[src/rtl/dmem_access_ctrl.sv]
// dmem_access_ctrl: MEM-stage controller for a word-wide, variable-latency
// data RAM without byte enables. Runs the req/ack handshake, turns SB/SH
// into read-modify-write, extends load data and stalls the stage until done.
module dmem_access_ctrl #(
    parameter int DATAW = 32
) (
    input  logic             clk,
    input  logic             rst,
    input  logic             valid_in,
    input  logic             L_type,
    input  logic             S_type,
    input  logic [2:0]       func3,
    input  logic [DATAW-1:0] addr,
    input  logic [DATAW-1:0] st_data,
    input  logic             flush,
    input  logic             pipe_allowin,
    output logic             pipe_ready_go,
    output logic [DATAW-1:0] load_data,
    output logic             misalign_err,
    output logic             ram_req,
    output logic             ram_we,
    output logic [DATAW-1:0] ram_addr,
    output logic [DATAW-1:0] ram_wdata,
    input  logic [DATAW-1:0] ram_rdata,
    input  logic             ram_ack
);

    localparam logic [1:0] S_IDLE = 2'd0;
    localparam logic [1:0] S_RD   = 2'd1;
    localparam logic [1:0] S_WR   = 2'd2;
    localparam logic [1:0] S_DONE = 2'd3;

    logic [1:0]       state_q, state_d;
    logic [DATAW-1:0] addr_q, addr_d;
    logic [2:0]       func3_q, func3_d;
    logic [15:0]      st_lane_q, st_lane_d;
    logic [DATAW-1:0] wdata_q, wdata_d;
    logic [DATAW-1:0] load_data_q, load_data_d;
    logic             is_load_q, is_load_d;
    logic             flushed_q, flushed_d;
    logic             mis_sticky_q, mis_sticky_d;

    logic             start_op;
    logic             misaligned;
    logic             is_word_in;
    logic [7:0]       rd_byte;
    logic [15:0]      rd_half;
    logic [DATAW-1:0] ext_data;
    logic [DATAW-1:0] merged;

    // Decode the incoming instruction: does it start a RAM op, and is it misaligned
    always_comb begin
        start_op   = valid_in & (L_type | S_type) & ~flush;
        is_word_in = (func3[1:0] == 2'b10);
        misaligned = ((func3[1:0] == 2'b01) & addr[0])
                   | (is_word_in & (addr[1:0] != 2'b00));
    end

    // Pick the addressed lane out of the returned word and extend it for write-back
    always_comb begin
        rd_byte = ram_rdata[{addr_q[1:0], 3'b000} +: 8];
        rd_half = ram_rdata[{addr_q[1], 4'b0000} +: 16];
        case (func3_q)
            3'b000:  ext_data = {{(DATAW-8){rd_byte[7]}}, rd_byte};
            3'b100:  ext_data = {{(DATAW-8){1'b0}}, rd_byte};
            3'b001:  ext_data = {{(DATAW-16){rd_half[15]}}, rd_half};
            3'b101:  ext_data = {{(DATAW-16){1'b0}}, rd_half};
            default: ext_data = ram_rdata;
        endcase
    end

    // Overlay the store byte/half onto the word read back for a sub-word store
    always_comb begin
        merged = ram_rdata;
        if (func3_q[0] == 1'b0) begin
            merged[{addr_q[1:0], 3'b000} +: 8] = st_lane_q[7:0];
        end else begin
            merged[{addr_q[1], 4'b0000} +: 16] = st_lane_q;
        end
    end

    // Next-state logic: FSM sequencing, operand latching and stage handshake
    always_comb begin
        state_d       = state_q;
        addr_d        = addr_q;
        func3_d       = func3_q;
        st_lane_d     = st_lane_q;
        wdata_d       = wdata_q;
        load_data_d   = load_data_q;
        is_load_d     = is_load_q;
        flushed_d     = flushed_q;
        misalign_err  = 1'b0;
        pipe_ready_go = 1'b0;

        case (state_q)
            S_IDLE: begin
                pipe_ready_go = valid_in & ~(start_op & ~misaligned);
                if (start_op) begin
                    addr_d    = addr;
                    func3_d   = func3;
                    st_lane_d = st_data[15:0];
                    is_load_d = L_type;
                    if (!L_type) begin
                        wdata_d = st_data;
                    end
                    if (misaligned) begin
                        misalign_err = ~mis_sticky_q;
                    end else if (L_type || !is_word_in) begin
                        state_d = S_RD;
                    end else begin
                        state_d = S_WR;
                    end
                end
            end
            S_RD: begin
                if (flush) begin
                    flushed_d = 1'b1;
                end
                if (ram_ack) begin
                    flushed_d = 1'b0;
                    if (flushed_q || flush) begin
                        state_d = S_IDLE;
                    end else if (is_load_q) begin
                        load_data_d = ext_data;
                        state_d     = S_DONE;
                    end else begin
                        wdata_d = merged;
                        state_d = S_WR;
                    end
                end
            end
            S_WR: begin
                if (flush) begin
                    flushed_d = 1'b1;
                end
                if (ram_ack) begin
                    flushed_d = 1'b0;
                    state_d   = (flushed_q || flush) ? S_IDLE : S_DONE;
                end
            end
            default: begin
                pipe_ready_go = 1'b1;
                if (flush || pipe_allowin) begin
                    state_d = S_IDLE;
                end
            end
        endcase

        mis_sticky_d = mis_sticky_q;
        if (!valid_in || flush || pipe_allowin) begin
            mis_sticky_d = 1'b0;
        end else if (misalign_err) begin
            mis_sticky_d = 1'b1;
        end
    end

    // RAM port is decoded from state and latched operands so it holds steady across a beat
    always_comb begin
        ram_req   = (state_q == S_RD) || (state_q == S_WR);
        ram_we    = (state_q == S_WR);
        ram_addr  = {addr_q[DATAW-1:2], 2'b00};
        ram_wdata = wdata_q;
        load_data = load_data_q;
    end

    // State registers with synchronous reset
    always_ff @(posedge clk) begin
        if (rst) begin
            state_q      <= S_IDLE;
            addr_q       <= '0;
            func3_q      <= '0;
            st_lane_q    <= '0;
            wdata_q      <= '0;
            load_data_q  <= '0;
            is_load_q    <= 1'b0;
            flushed_q    <= 1'b0;
            mis_sticky_q <= 1'b0;
        end else begin
            state_q      <= state_d;
            addr_q       <= addr_d;
            func3_q      <= func3_d;
            st_lane_q    <= st_lane_d;
            wdata_q      <= wdata_d;
            load_data_q  <= load_data_d;
            is_load_q    <= is_load_d;
            flushed_q    <= flushed_d;
            mis_sticky_q <= mis_sticky_d;
        end
    end

endmodule

[config.mk]
export PLATFORM = sky130hd
export DESIGN_NAME = dmem_access_ctrl
export DESIGN_NICKNAME = d
export VERILOG_FILES = /design/src/rtl/dmem_access_ctrl.sv
export SDC_FILE = /design/constraint.sdc
export NUM_CORES = 1
export LEC_CHECK = 0
export CAP_MARGIN = 20
export CORE_ASPECT_RATIO = 0.8
export CORE_MARGIN = 4
export CORE_UTILIZATION = 40
export DETAILED_ROUTE_END_ITERATION = 10
export PLACE_DENSITY = 0.72
export SETUP_SLACK_MARGIN = 0.02
export SYNTH_ARGS = -nofsm -noshare
export SYNTH_HDL_FRONTEND = slang
export SYNTH_SLANG_ARGS = --single-unit
export TNS_END_PERCENT = 10
[constraint.sdc]
create_clock -name clk -period 2.8 [get_ports clk]
set_input_delay 0.28 -clock clk [delete_from_list [all_inputs] [get_ports clk]]
set_output_delay 0.28 -clock clk [all_outputs]
set_load 0.01 [all_outputs]
==> flow_summary.json <==
{
  "num_vias": 6228,
  "clock_skew_ns": 0.00691,
  "worst_slew_margin_rel_pct": 55.2,
  "gp_congestion": 0.926,
  "drv_cap": 0,
  "synth_edf_count": 0,
  "cp_top_family": "buffers and inverters",
  "crit_fanout": 9,
  "synth_warnings": 0,
  "synth_top_area_cell": "dfxtp_1",
  "post_cts_resized": 0,
  "ir_drop_uv": 524,
  "antenna_left": 0,
  "clk_pin_slew_ns": 0.05,
  "hold_viol_final": 0,
  "required_ns": 2.52,
  "async_flop_share_pct": 0,
  "synth_top_family_by_area": "compound AO/OA/AOI/OAI gates",
  "wl_um": 21200,
  "ctsHoldBuffers": 0,
  "io_buffers": 204,
  "dr.first_iter.drc_count": 575,
  "ys_top_cells_by_area": "dfxtp_1, nand2_1, a21oi_1",
  "yosysSeqAreaShare_pct": 39.2,
  "grt_pass1_wl_um": 32500,
  "worstPathCellList": "inv_1 -> ha_1 -> inv_1 -> nor2_4 -> nand2_1 -> nor2_1 -> clkdlybuf4s50_1",
  "ys_ff_latch": 120,
  "cts_tree": "done",
  "numCtsBuffers": 17,
  "overflow": 0,
  "post_cts_buffers": 0,
  "synth-main-ff-cell": "dfxtp_1",
  "drc": 0,
  "synth-compound-area-share_pct": 27.7,
  "start_kind": "flip-flop",
  "rsz0062_at_grt": "false",
  "start_util_pct": 40.8,
  "status": "finished clean",
  "die_y_um": 119,
  "power_density_nw_per_um2": 706,
  "syn_avg_cell_area_um2": 8.06,
  "num_antenna_cells": 0,
  "die_w_um": 146,
  "rows": 40,
  "first_pass_iters": 5,
  "grt_usage_pct": 23.7,
  "via_per_inst": 5.61,
  "grt_pass1_vias": 5934,
  "power.leakage_uw": 0.00306,
  "tightest_slew_ns": 0.671,
  "yosysUniqueCellTypes": 53,
  "synthMuxAreaShare_pct": 4.64,
  "ios": 207,
  "clkLatencyLatePin_ns": 0.42,
  "arrival_ns": 2.25,
  "antenna_found_initial": 0,
  "cts_root_buffer": "clkbuf_16",
  "finalPower_uw": 6100,
  "synth-simple-area-share_pct": 17.3,
  "final.min_clock_period_ns": 2.53,
  "cts.sinks": 120,
  "hp-class": "in2reg",
  "endpoint_kind": "primary output",
  "syn-cell-area_um2": 6120,
  "slew_violations": 0,
  "worst-path-buf-inv": 3,
  "synth_common_cells": "nand2_1, dfxtp_1, nor2_1",
  "crit_path_max_incr_delay_ns": 0.57,
  "netlist.area_leader.share_pct": 39.2,
  "timing.critical_path.mode_cell": "inv_1",
  "grt_max_degree": 60,
  "fmax_mhz": 396,
  "yosysMostFrequentCell": "nand2_1",
  "synth-adder-area-share_pct": 1.84,
  "area_delta_synth_final_pct": 41.1,
  "final_layout_size_suffix_gt1_share_pct": 9.23,
  "nNetsFinal": 1027,
  "coreArea_um2": 15000,
  "setup_viol": 0,
  "synth_cells": 759,
  "tns_ns": 0,
  "htree_num_levels": 4,
  "place_hpwl_um": 15200,
  "clockBufferDepth": 2,
  "dieArea_um2": 17400,
  "min_period_over_period_pct": 90.3,
  "synth_xor_area_share_pct": 0,
  "wire_per_inst_um": 19.1,
  "path_class": "reg2out",
  "crit_slowest_cell": "clkdlybuf4s50_1"
}
[sequential cells by signal, indices dropped and copies added, names as in the netlist]
signal,cells
load_data,32
ram_wdata,32
addr_q,32
is_load_q,1
func3_q,3
state_q,2
mis_sticky_q,1
flushed_q,1
st_lane_q,16
[final timing paths]
| check | cells past startpoint | slack, ns | to | startpoint |
|---|---|---|---|---|
| worst max-delay path | 7 | 0.27 | misalign_err | state_q[0] |
| worst min-delay path | 2 | 0.36 | load_data[15] | rst |
| worst max register to register | 7 | 0.61 | ram_wdata[29] | addr_q[0] |
| worst min register to register | 2 | 0.45 | addr_q[3] | addr_q[3] |
[layer usage]
| metal | GRT usage [%] | up-vias | wire [µm] | part of all wire [%] |
|---|---|---|---|---|
| met3 | 7.47 | 43 | 2370 | 11 |
| met5 | 0 | - | 0 | 0 |
| met1 | 32.1 | 2867 | 9260 | 44 |
| li1 | - | 2971 | - | - |
| met2 | 36.0 | 347 | 9060 | 43 |
| met4 | 7.87 | 0 | 527 | 2.5 |
[per-stage QoR]
step                      setup WS, ns  cells  hold WS (ns)  area (µm²)  util (%)
after global routing             0.126   1110         0.371        8640      57.5
after floorplan                  0.596    760         0.359        6120         -
after CTS                        0.264   1110         0.354        8640      57.5
after detailed placement         0.411   1081         0.446        8090      53.9
final                            0.273   1110         0.364        8640      57.5
after global placement           0.430   1081         0.441        8090      53.9
[cell families after synthesis]
logic type,count (synthesis)
adder cells (fa/ha/maj),9
buffers and inverters,108
multiplexers,25
AO/OA/AOI/OAI,240
other,1
flip-flops,120
AND/OR/NAND/NOR,256
[layout by cell type (no fill, tap or decap), types with 3 or more instances in the layout]
| master | Yosys | layout |
|---|---|---|
| dfxtp_1 | 120 | 119 |
| clkdlybuf4s50_1 | 0 | 203 |
| a221oi_1 | 32 | 32 |
| nand2_1 | 146 | 146 |
| clkbuf_1 | 36 | 4 |
| o21ai_0 | 9 | 9 |
| a21oi_1 | 75 | 75 |
| a31oi_1 | 14 | 14 |
| a2bb2oi_1 | 6 | 6 |
| a211oi_2 | 10 | 10 |
| nor2b_1 | 4 | 3 |
| mux2i_1 | 7 | 7 |
| a22o_1 | 32 | 32 |
| buf_4 | 36 | 16 |
| a211oi_1 | 14 | 14 |
| clkbuf_8 | 0 | 5 |
| mux2_2 | 17 | 17 |
| ha_1 | 9 | 9 |
| buf_12 | 0 | 3 |
| o22ai_1 | 32 | 32 |
| nor2_1 | 87 | 84 |
| nand2b_1 | 4 | 4 |
| inv_1 | 16 | 16 |
| clkbuf_16 | 0 | 17 |
[where the power goes]
group / total, µW / switching [µW] / internal [µW]
Combinational: 1960 / 1010 / 947
Clock: 2050 / 731 / 1320
Sequential: 2090 / 157 / 1940
Total: 6100 / 1900 / 4200
[layout make-up]
cell class	count	area [µm²]
fillers	1369	6370
multi-input cells	532	3170
flip-flops and latches	120	2400
repair buffers	223	2220
clock buffers	26	509
well taps	189	236
inverters	17	63.8
clock inverters	3	40.0
(Power assumes the default switching activity.)
